## src/rtl/snd_mbox_pkg.sv

```systemverilog
// Shared types and constants for the 68k-side sound mailbox.
package snd_mbox_pkg;

  typedef enum logic [1:0] {
    NMI_IDLE,
    NMI_PULSE,
    NMI_GAP
  } nmi_state_t;

  // Bit positions inside m_status
  localparam int ST_CMD_FULL   = 0;
  localparam int ST_RESP_AVAIL = 1;
  localparam int ST_CMD_OVR    = 2;
  localparam int ST_RESP_OVR   = 3;

  // Bit positions inside a control write
  localparam int CTL_RST_BIT = 0;
  localparam int CTL_CLR_BIT = 1;

endpackage

```

## src/rtl/snd_resp_fifo.sv

```systemverilog
// First-word-fall-through response queue; head reads as zero while empty.
module snd_resp_fifo #(
  parameter int DEPTH = 4,
  parameter int WIDTH = 8
) (
  input  logic                     clk,
  input  logic                     rst_b,
  input  logic                     flush,
  input  logic                     push,
  input  logic [WIDTH-1:0]         push_data,
  input  logic                     pop,
  output logic [WIDTH-1:0]         head,
  output logic [$clog2(DEPTH):0]   count,
  output logic                     full,
  output logic                     drop
);

  localparam int PTR_W = $clog2(DEPTH);
  localparam int CNT_W = PTR_W + 1;

  logic [WIDTH-1:0] mem_q [DEPTH];
  logic [PTR_W-1:0] rd_ptr_q, rd_ptr_d;
  logic [PTR_W-1:0] wr_ptr_q, wr_ptr_d;
  logic [CNT_W-1:0] count_q, count_d;
  logic             do_push, do_pop;

  assign full = (count_q == CNT_W'(DEPTH));
  assign count = count_q;
  assign head = (count_q != '0) ? mem_q[rd_ptr_q] : '0;

  // A pop in the same cycle frees the slot a push into a full queue needs.
  assign do_pop  = pop && (count_q != '0) && !flush;
  assign do_push = push && (!full || do_pop) && !flush;
  assign drop    = push && full && !do_pop && !flush;

  // NOTE: every always_comb output gets a default first so no path can infer a latch.
  always_comb begin
    rd_ptr_d = rd_ptr_q;
    wr_ptr_d = wr_ptr_q;
    count_d  = count_q + CNT_W'(do_push) - CNT_W'(do_pop);
    if (do_pop)  rd_ptr_d = rd_ptr_q + PTR_W'(1);
    if (do_push) wr_ptr_d = wr_ptr_q + PTR_W'(1);
    if (flush) begin
      rd_ptr_d = '0;
      wr_ptr_d = '0;
      count_d  = '0;
    end
  end

  // NOTE: sequential state is assigned with <= so every flop samples pre-edge values.
  always_ff @(posedge clk) begin
    if (!rst_b) begin
      rd_ptr_q <= '0;
      wr_ptr_q <= '0;
      count_q  <= '0;
    end else begin
      rd_ptr_q <= rd_ptr_d;
      wr_ptr_q <= wr_ptr_d;
      count_q  <= count_d;
    end
  end

  // NOTE: storage is not reset; empty slots are never visible because head is masked by count.
  always_ff @(posedge clk) begin
    if (do_push) mem_q[wr_ptr_q] <= push_data;
  end

endmodule

```

## src/rtl/snd_mailbox_main.sv

```systemverilog
// 68k end of the sound-board mailbox: command latch + NMI pulser, response
// queue + IRQ, and the sound-CPU reset with a minimum low time.
module snd_mailbox_main #(
  parameter int NMI_W      = 8,
  parameter int NMI_GAP    = 4,
  parameter int RST_MIN    = 16,
  parameter int RESP_DEPTH = 4
) (
  input  logic       phi0,
  input  logic       rst_b,
  input  logic       m_wr_cmd,
  input  logic       m_wr_ctl,
  input  logic [7:0] m_din,
  input  logic       m_rd_resp,
  output logic [7:0] m_dout,
  output logic [3:0] m_status,
  output logic       m_irq_b,
  input  logic       snd_rd_cmd,
  output logic [7:0] snd_cmd,
  input  logic       SNDBW_b,
  input  logic [7:0] snd_din,
  output logic       SNDNMI_b,
  output logic       SNDRST_b
);
  import snd_mbox_pkg::*;

  localparam int NMI_MAX = (NMI_W > NMI_GAP) ? NMI_W : NMI_GAP;
  localparam int NMI_CW  = $clog2(NMI_MAX + 1);
  localparam int RST_CW  = $clog2(RST_MIN + 1);
  localparam int CNT_W   = $clog2(RESP_DEPTH) + 1;

  logic [7:0]        cmd_reg_q, cmd_reg_d;
  logic              cmd_full_q, cmd_full_d;
  logic              cmd_ovr_q, cmd_ovr_d;
  logic              resp_ovr_q, resp_ovr_d;
  logic              nmi_pend_q, nmi_pend_d;
  nmi_state_t        nmi_state_q, nmi_state_d;
  logic [NMI_CW-1:0] nmi_cnt_q, nmi_cnt_d;
  logic              snd_nmi_b_q, snd_nmi_b_d;
  logic              snd_rst_b_q, snd_rst_b_d;
  logic [RST_CW-1:0] rst_cnt_q, rst_cnt_d;
  logic              rst_req_q, rst_req_d;
  logic              irq_b_q, irq_b_d;

  logic              rst_set, flag_clr, hold;
  logic [CNT_W-1:0]  fifo_count;
  logic              fifo_full, fifo_drop;

  assign rst_set  = m_wr_ctl && m_din[CTL_RST_BIT];
  assign flag_clr = m_wr_ctl && m_din[CTL_CLR_BIT];
  // The sound side is held from the very cycle the reset request is written.
  assign hold     = !snd_rst_b_q || rst_set;

  snd_resp_fifo #(.DEPTH(RESP_DEPTH), .WIDTH(8)) u_resp_fifo (
    .clk       (phi0),
    .rst_b     (rst_b),
    .flush     (hold),
    .push      (!SNDBW_b),
    .push_data (snd_din),
    .pop       (m_rd_resp),
    .head      (m_dout),
    .count     (fifo_count),
    .full      (fifo_full),
    .drop      (fifo_drop)
  );

  always_comb begin
    rst_req_d = m_wr_ctl ? m_din[CTL_RST_BIT] : rst_req_q;
    rst_cnt_d = rst_cnt_q;
    if (rst_set)                             rst_cnt_d = RST_CW'(RST_MIN);
    else if (!snd_rst_b_q && rst_cnt_q != '0) rst_cnt_d = rst_cnt_q - RST_CW'(1);
    snd_rst_b_d = !rst_req_d && (rst_cnt_d == '0);

    cmd_reg_d  = m_wr_cmd ? m_din : cmd_reg_q;
    cmd_full_d = cmd_full_q;
    if (hold)            cmd_full_d = 1'b0;
    else if (m_wr_cmd)   cmd_full_d = 1'b1;
    else if (snd_rd_cmd) cmd_full_d = 1'b0;

    cmd_ovr_d  = (m_wr_cmd && cmd_full_q && !snd_rd_cmd && !hold) || (cmd_ovr_q && !flag_clr);
    resp_ovr_d = fifo_drop || (resp_ovr_q && !flag_clr);
    irq_b_d    = (fifo_count == '0);
  end

  // The NMI_GAP parameter shadows the enum literal here, hence the qualified name.
  always_comb begin
    nmi_state_d = nmi_state_q;
    nmi_cnt_d   = nmi_cnt_q;
    snd_nmi_b_d = snd_nmi_b_q;
    nmi_pend_d  = nmi_pend_q || m_wr_cmd;
    if (hold) begin
      nmi_state_d = NMI_IDLE;
      nmi_cnt_d   = '0;
      snd_nmi_b_d = 1'b1;
      nmi_pend_d  = 1'b0;
    end else begin
      case (nmi_state_q)
        NMI_IDLE: if (nmi_pend_q) begin
          nmi_state_d = NMI_PULSE;
          nmi_cnt_d   = NMI_CW'(NMI_W - 1);
          snd_nmi_b_d = 1'b0;
          nmi_pend_d  = m_wr_cmd;
        end
        NMI_PULSE: if (nmi_cnt_q == '0) begin
          nmi_state_d = snd_mbox_pkg::NMI_GAP;
          nmi_cnt_d   = NMI_CW'(NMI_GAP - 1);
          snd_nmi_b_d = 1'b1;
        end else begin
          nmi_cnt_d = nmi_cnt_q - NMI_CW'(1);
        end
        snd_mbox_pkg::NMI_GAP: if (nmi_cnt_q == '0) nmi_state_d = NMI_IDLE;
                               else nmi_cnt_d = nmi_cnt_q - NMI_CW'(1);
        default: begin
          nmi_state_d = NMI_IDLE;
          snd_nmi_b_d = 1'b1;
        end
      endcase
    end
  end

  always_ff @(posedge phi0) begin
    if (!rst_b) begin
      cmd_reg_q   <= '0;
      cmd_full_q  <= 1'b0;
      cmd_ovr_q   <= 1'b0;
      resp_ovr_q  <= 1'b0;
      nmi_pend_q  <= 1'b0;
      nmi_state_q <= NMI_IDLE;
      nmi_cnt_q   <= '0;
      snd_nmi_b_q <= 1'b1;
      snd_rst_b_q <= 1'b0;
      rst_cnt_q   <= RST_CW'(RST_MIN);
      rst_req_q   <= 1'b1;
      irq_b_q     <= 1'b1;
    end else begin
      cmd_reg_q   <= cmd_reg_d;
      cmd_full_q  <= cmd_full_d;
      cmd_ovr_q   <= cmd_ovr_d;
      resp_ovr_q  <= resp_ovr_d;
      nmi_pend_q  <= nmi_pend_d;
      nmi_state_q <= nmi_state_d;
      nmi_cnt_q   <= nmi_cnt_d;
      snd_nmi_b_q <= snd_nmi_b_d;
      snd_rst_b_q <= snd_rst_b_d;
      rst_cnt_q   <= rst_cnt_d;
      rst_req_q   <= rst_req_d;
      irq_b_q     <= irq_b_d;
    end
  end

  always_comb begin
    m_status                = '0;
    m_status[ST_CMD_FULL]   = cmd_full_q;
    m_status[ST_RESP_AVAIL] = (fifo_count != '0);
    m_status[ST_CMD_OVR]    = cmd_ovr_q;
    m_status[ST_RESP_OVR]   = resp_ovr_q;
  end

  assign m_irq_b  = irq_b_q;
  assign snd_cmd  = cmd_reg_q;
  assign SNDNMI_b = snd_nmi_b_q;
  assign SNDRST_b = snd_rst_b_q;

endmodule

```

## config.mk

```make
export PLATFORM = sky130hd
export DESIGN_NAME = snd_mailbox_main
export DESIGN_NICKNAME = d
export VERILOG_FILES = /design/src/rtl/snd_mbox_pkg.sv /design/src/rtl/snd_resp_fifo.sv /design/src/rtl/snd_mailbox_main.sv
export SDC_FILE = /design/constraint.sdc
export NUM_CORES = 1
export LEC_CHECK = 0
export CORE_MARGIN = 4
export CORE_UTILIZATION = 55
export CTS_CLUSTER_SIZE = 28
export DETAILED_ROUTE_END_ITERATION = 7
export PLACE_DENSITY = 0.81
export SLEW_MARGIN = 20
export SYNTH_ARGS = -nofsm -noshare
export SYNTH_HDL_FRONTEND = slang
export SYNTH_SLANG_ARGS = --single-unit
```

## constraint.sdc

```tcl
create_clock -name phi0 -period 6 [get_ports phi0]
set_input_delay 1.2 -clock phi0 [delete_from_list [all_inputs] [get_ports phi0]]
set_output_delay 1.2 -clock phi0 [all_outputs]
set_load 0.01 [all_outputs]
```

==> metrics.txt <==
outcome=finished, final reports clean; Seq/Total Area, Yosys=56.0%; IO buf count=45; gr ovfl total=0; hpwl dp=3790 um; hold crit path type=register to register; initial antenna violation count=0; final setup vio count=0; worst slew pin tran=597 ps; Yosys top cell area share=32.0%; Clock Path Buffers=2; vias=1,908; Slew HR=60.1%; postcts setup bufs=0; max_cap viols=0; Max FO, Critical Path=8; critical path arrival=2200 ps; biggest area consumer among synthesized cells=edfxtp_1; Max Slew Vio Count=0; worst clock skew=6.48 ps; CTS tree=built; PwrDens=261 nW/um^2; Leak=0.00132 uW; largest net degree at the start of global routing=20; Psw=218 uW; post-synth net total=277; Initial Utilization=57.7%; post-synth cell types=48; fraction of layout instances using a drive strength above 1=11.3%; Synth Register Bits=68; Die Wd=81.9 um; clock-pin slew on the worst setup and hold paths=70 ps; Crit Path Category=register to output pin; reg2reg path depth=8; post-placement setup slack=2510 ps; Max stage delay on crit path=650 ps; H-tree levels=3; drc violations=0; Worst setup SP type=register; routed len/inst=15.0 um; Clock Sinks=68; Core ar.=5200 um^2; kind of end point of the critical path=output pin; Hold Buf Count CTS=0; global-route wire length before repair=9170 um; worst setup path endpoint=m_dout[5]; Post-Route Setup TNS=0 ps; post-route ant nets=0; FF-to-FF End=u_resp_fifo.count[2]; Synth-to-Final Area Change=22.8%; total power=961 uW; Clk Latency, worst-skew pair=330 ps; top cells by area, synth=edfxtp_1, dfxtp_1, mux4_2; Initial DRT Pass Iterations=4; synth warn=0; Antenna Cells=0; Reg2Reg Setup Slack=3550 ps; Tcrit/Tclk final=56.6%; minimum clock period=3400 ps; iteration-0 DRC count of the detailed router=78; io pins=46; Critical Path RT=4800 ps; hold slack final=458 ps; fin nets=324; cts repair resizes=0; full die area=6710 um^2; placed cells=345; worst r2r src=u_resp_fifo.count[1]; Hold Vio Cnt, Final=0; vias in the first global route=1,958; final non-filler cell total=361; Post-Syn Instances=239; fmax=294 MHz; final WL=5430 um; VDD IR max=0.177 mV; placement row count=26; Final Worst Setup Slack=2600 ps; final-layout fill cell count=378; crit-path cells=mux4_2 -> and2_1 -> clkdlybuf4s50_1; clk root buf=clkbuf_8; combinational power share=8.6%; total CTS buffers=9; Via density=5.29; Clock Power Share=38.7%; Syn Area/Cell=12.6 um^2; sequential share of power=52.8%; Pint=742 uW; RD Place Congestion=0.812; Die Span Y=81.9 um; RSZ-0062 raised after global routing=false; Switching Share=22.7%; Tot GR Track Use=18.1%; Syn Std Cell Area=3000 um^2; CP max stage cell=dfxtp_1
-- cell usage in the layout (no fill, tap or decap), types with 9 or more instances in the layout --
| cell | instances |
|---|---|
| dfxtp_1 | 36 |
| clkdlybuf4s50_1 | 45 |
| nor2_1 | 15 |
| edfxtp_1 | 32 |
| inv_1 | 17 |
| nor2b_1 | 13 |
| mux2i_1 | 10 |
| nand2_1 | 9 |
| clkbuf_8 | 10 |
| and2_1 | 16 |
| ha_1 | 14 |
-- final cells by class --
class	instances	area (um^2)	share of cell area, %
Sequential cell	68	1680	45.6
Timing Repair Buffer	45	450	12.2
Clock buffer	10	138	3.73
Tap cell	70	87.6	2.38
Inverter	17	63.8	1.73
Clock inverter	6	63.8	1.73
Multi-Input combinational cell	145	1200	32.6
-- routing by layer --
layer	part of all wire (%)	global-route usage, %
met1	44	22.0
met2	51	31.2
met3	4.1	4.82
met4	1.1	5.48
met5	0	0
-- power by group through the flow --
stage	Sequential, uW	Combinational [uW]	Clock [uW]
5_1_grt	509	91.0	403
2_1_floorplan	516	44.1	0
4_1_cts	507	82.6	381
6_report	507	82.2	372
3_5_place_dp	517	81.7	0
3_3_place_gp	516	77.7	0
-- synth_stat cells (all sizes together) --
library cell / instances
a211oi: 1
fa: 1
xnor2: 5
buf: 6
o21ai: 8
nand2b: 3
a21bo: 1
o22ai: 1
o21bai: 1
nor4: 2
a21o: 2
nor4b: 2
and3: 3
xor2: 1
o211ai: 2
a41o: 1
a2bb2oi: 1
nor2: 15
nor2b: 13
o31ai: 1
a32o: 1
a21oi: 7
and2: 17
nor3b: 3
a32oi: 2
nand4b: 1
mux4: 8
nand3: 1
mux2i: 10
edfxtp: 32
or3: 2
nand4bb: 1
a21boi: 1
dfxtp: 36
nand2: 9
inv: 17
a31oi: 1
ha: 14
nand4: 2
clkbuf: 3
a2111oi: 1
-- registers in the layout, summed over array words and instances, names as in the netlist, named ones only --
signal and cells:
u_resp_fifo.mem_q 32, snd_cmd 8, rst_cnt_q 5, nmi_cnt_q 4
u_resp_fifo.count 3, nmi_state_q 2, u_resp_fifo.rd_ptr_q 2, u_resp_fifo.wr_ptr_q 2
SNDNMI_b 1, SNDRST_b 1, cmd_full_q 1, cmd_ovr_q 1
m_irq_b 1, nmi_pend_q 1, resp_ovr_q 1, rst_req_q 1
-- worst max-delay path, delay by kind of cell (launching register included) --
kind / cells / cell delay, ps
buffers and inverters: 1 / 470
muxes: 1 / 570
DFF: 1 / 650
and+or+nand+nor: 1 / 180
-- worst min path at each step --
stage                         start  slack, ps        end  depth (start not counted)
after floorplan           rst_req_q        420  rst_req_q                          1
after global placement    rst_req_q        440  rst_req_q                          1
after detailed placement  rst_req_q        450  rst_req_q                          1
after CTS                 rst_req_q        460  rst_req_q                          1
after global routing      rst_req_q        490  rst_req_q                          1
final                     rst_req_q        460  rst_req_q                          1
-- cell families (layout without fill, tap and decap cells) --
family | count (synthesis) | count (layout) | synth area share, %
adders and majority gates | 15 | 15 | 6.50
xor gates and xnor gates | 6 | 6 | 1.75
and+or+nand+nor | 74 | 74 | 14.8
buffers and inverters | 26 | 78 | 3.96
DFF | 68 | 68 | 56.0
muxes | 18 | 18 | 9.33
AOI/OAI and AO/OA | 32 | 32 | 7.63
-- through the flow --
stage          util [%]  instance area [um^2]
6_report           70.8                  3690
5_1_grt            70.8                  3690
4_1_cts            70.8                  3690
3_5_place_dp       67.0                  3490
3_3_place_gp       67.0                  3490
2_1_floorplan         -                  3000
Note: power is estimated with default switching activity, not from simulation.
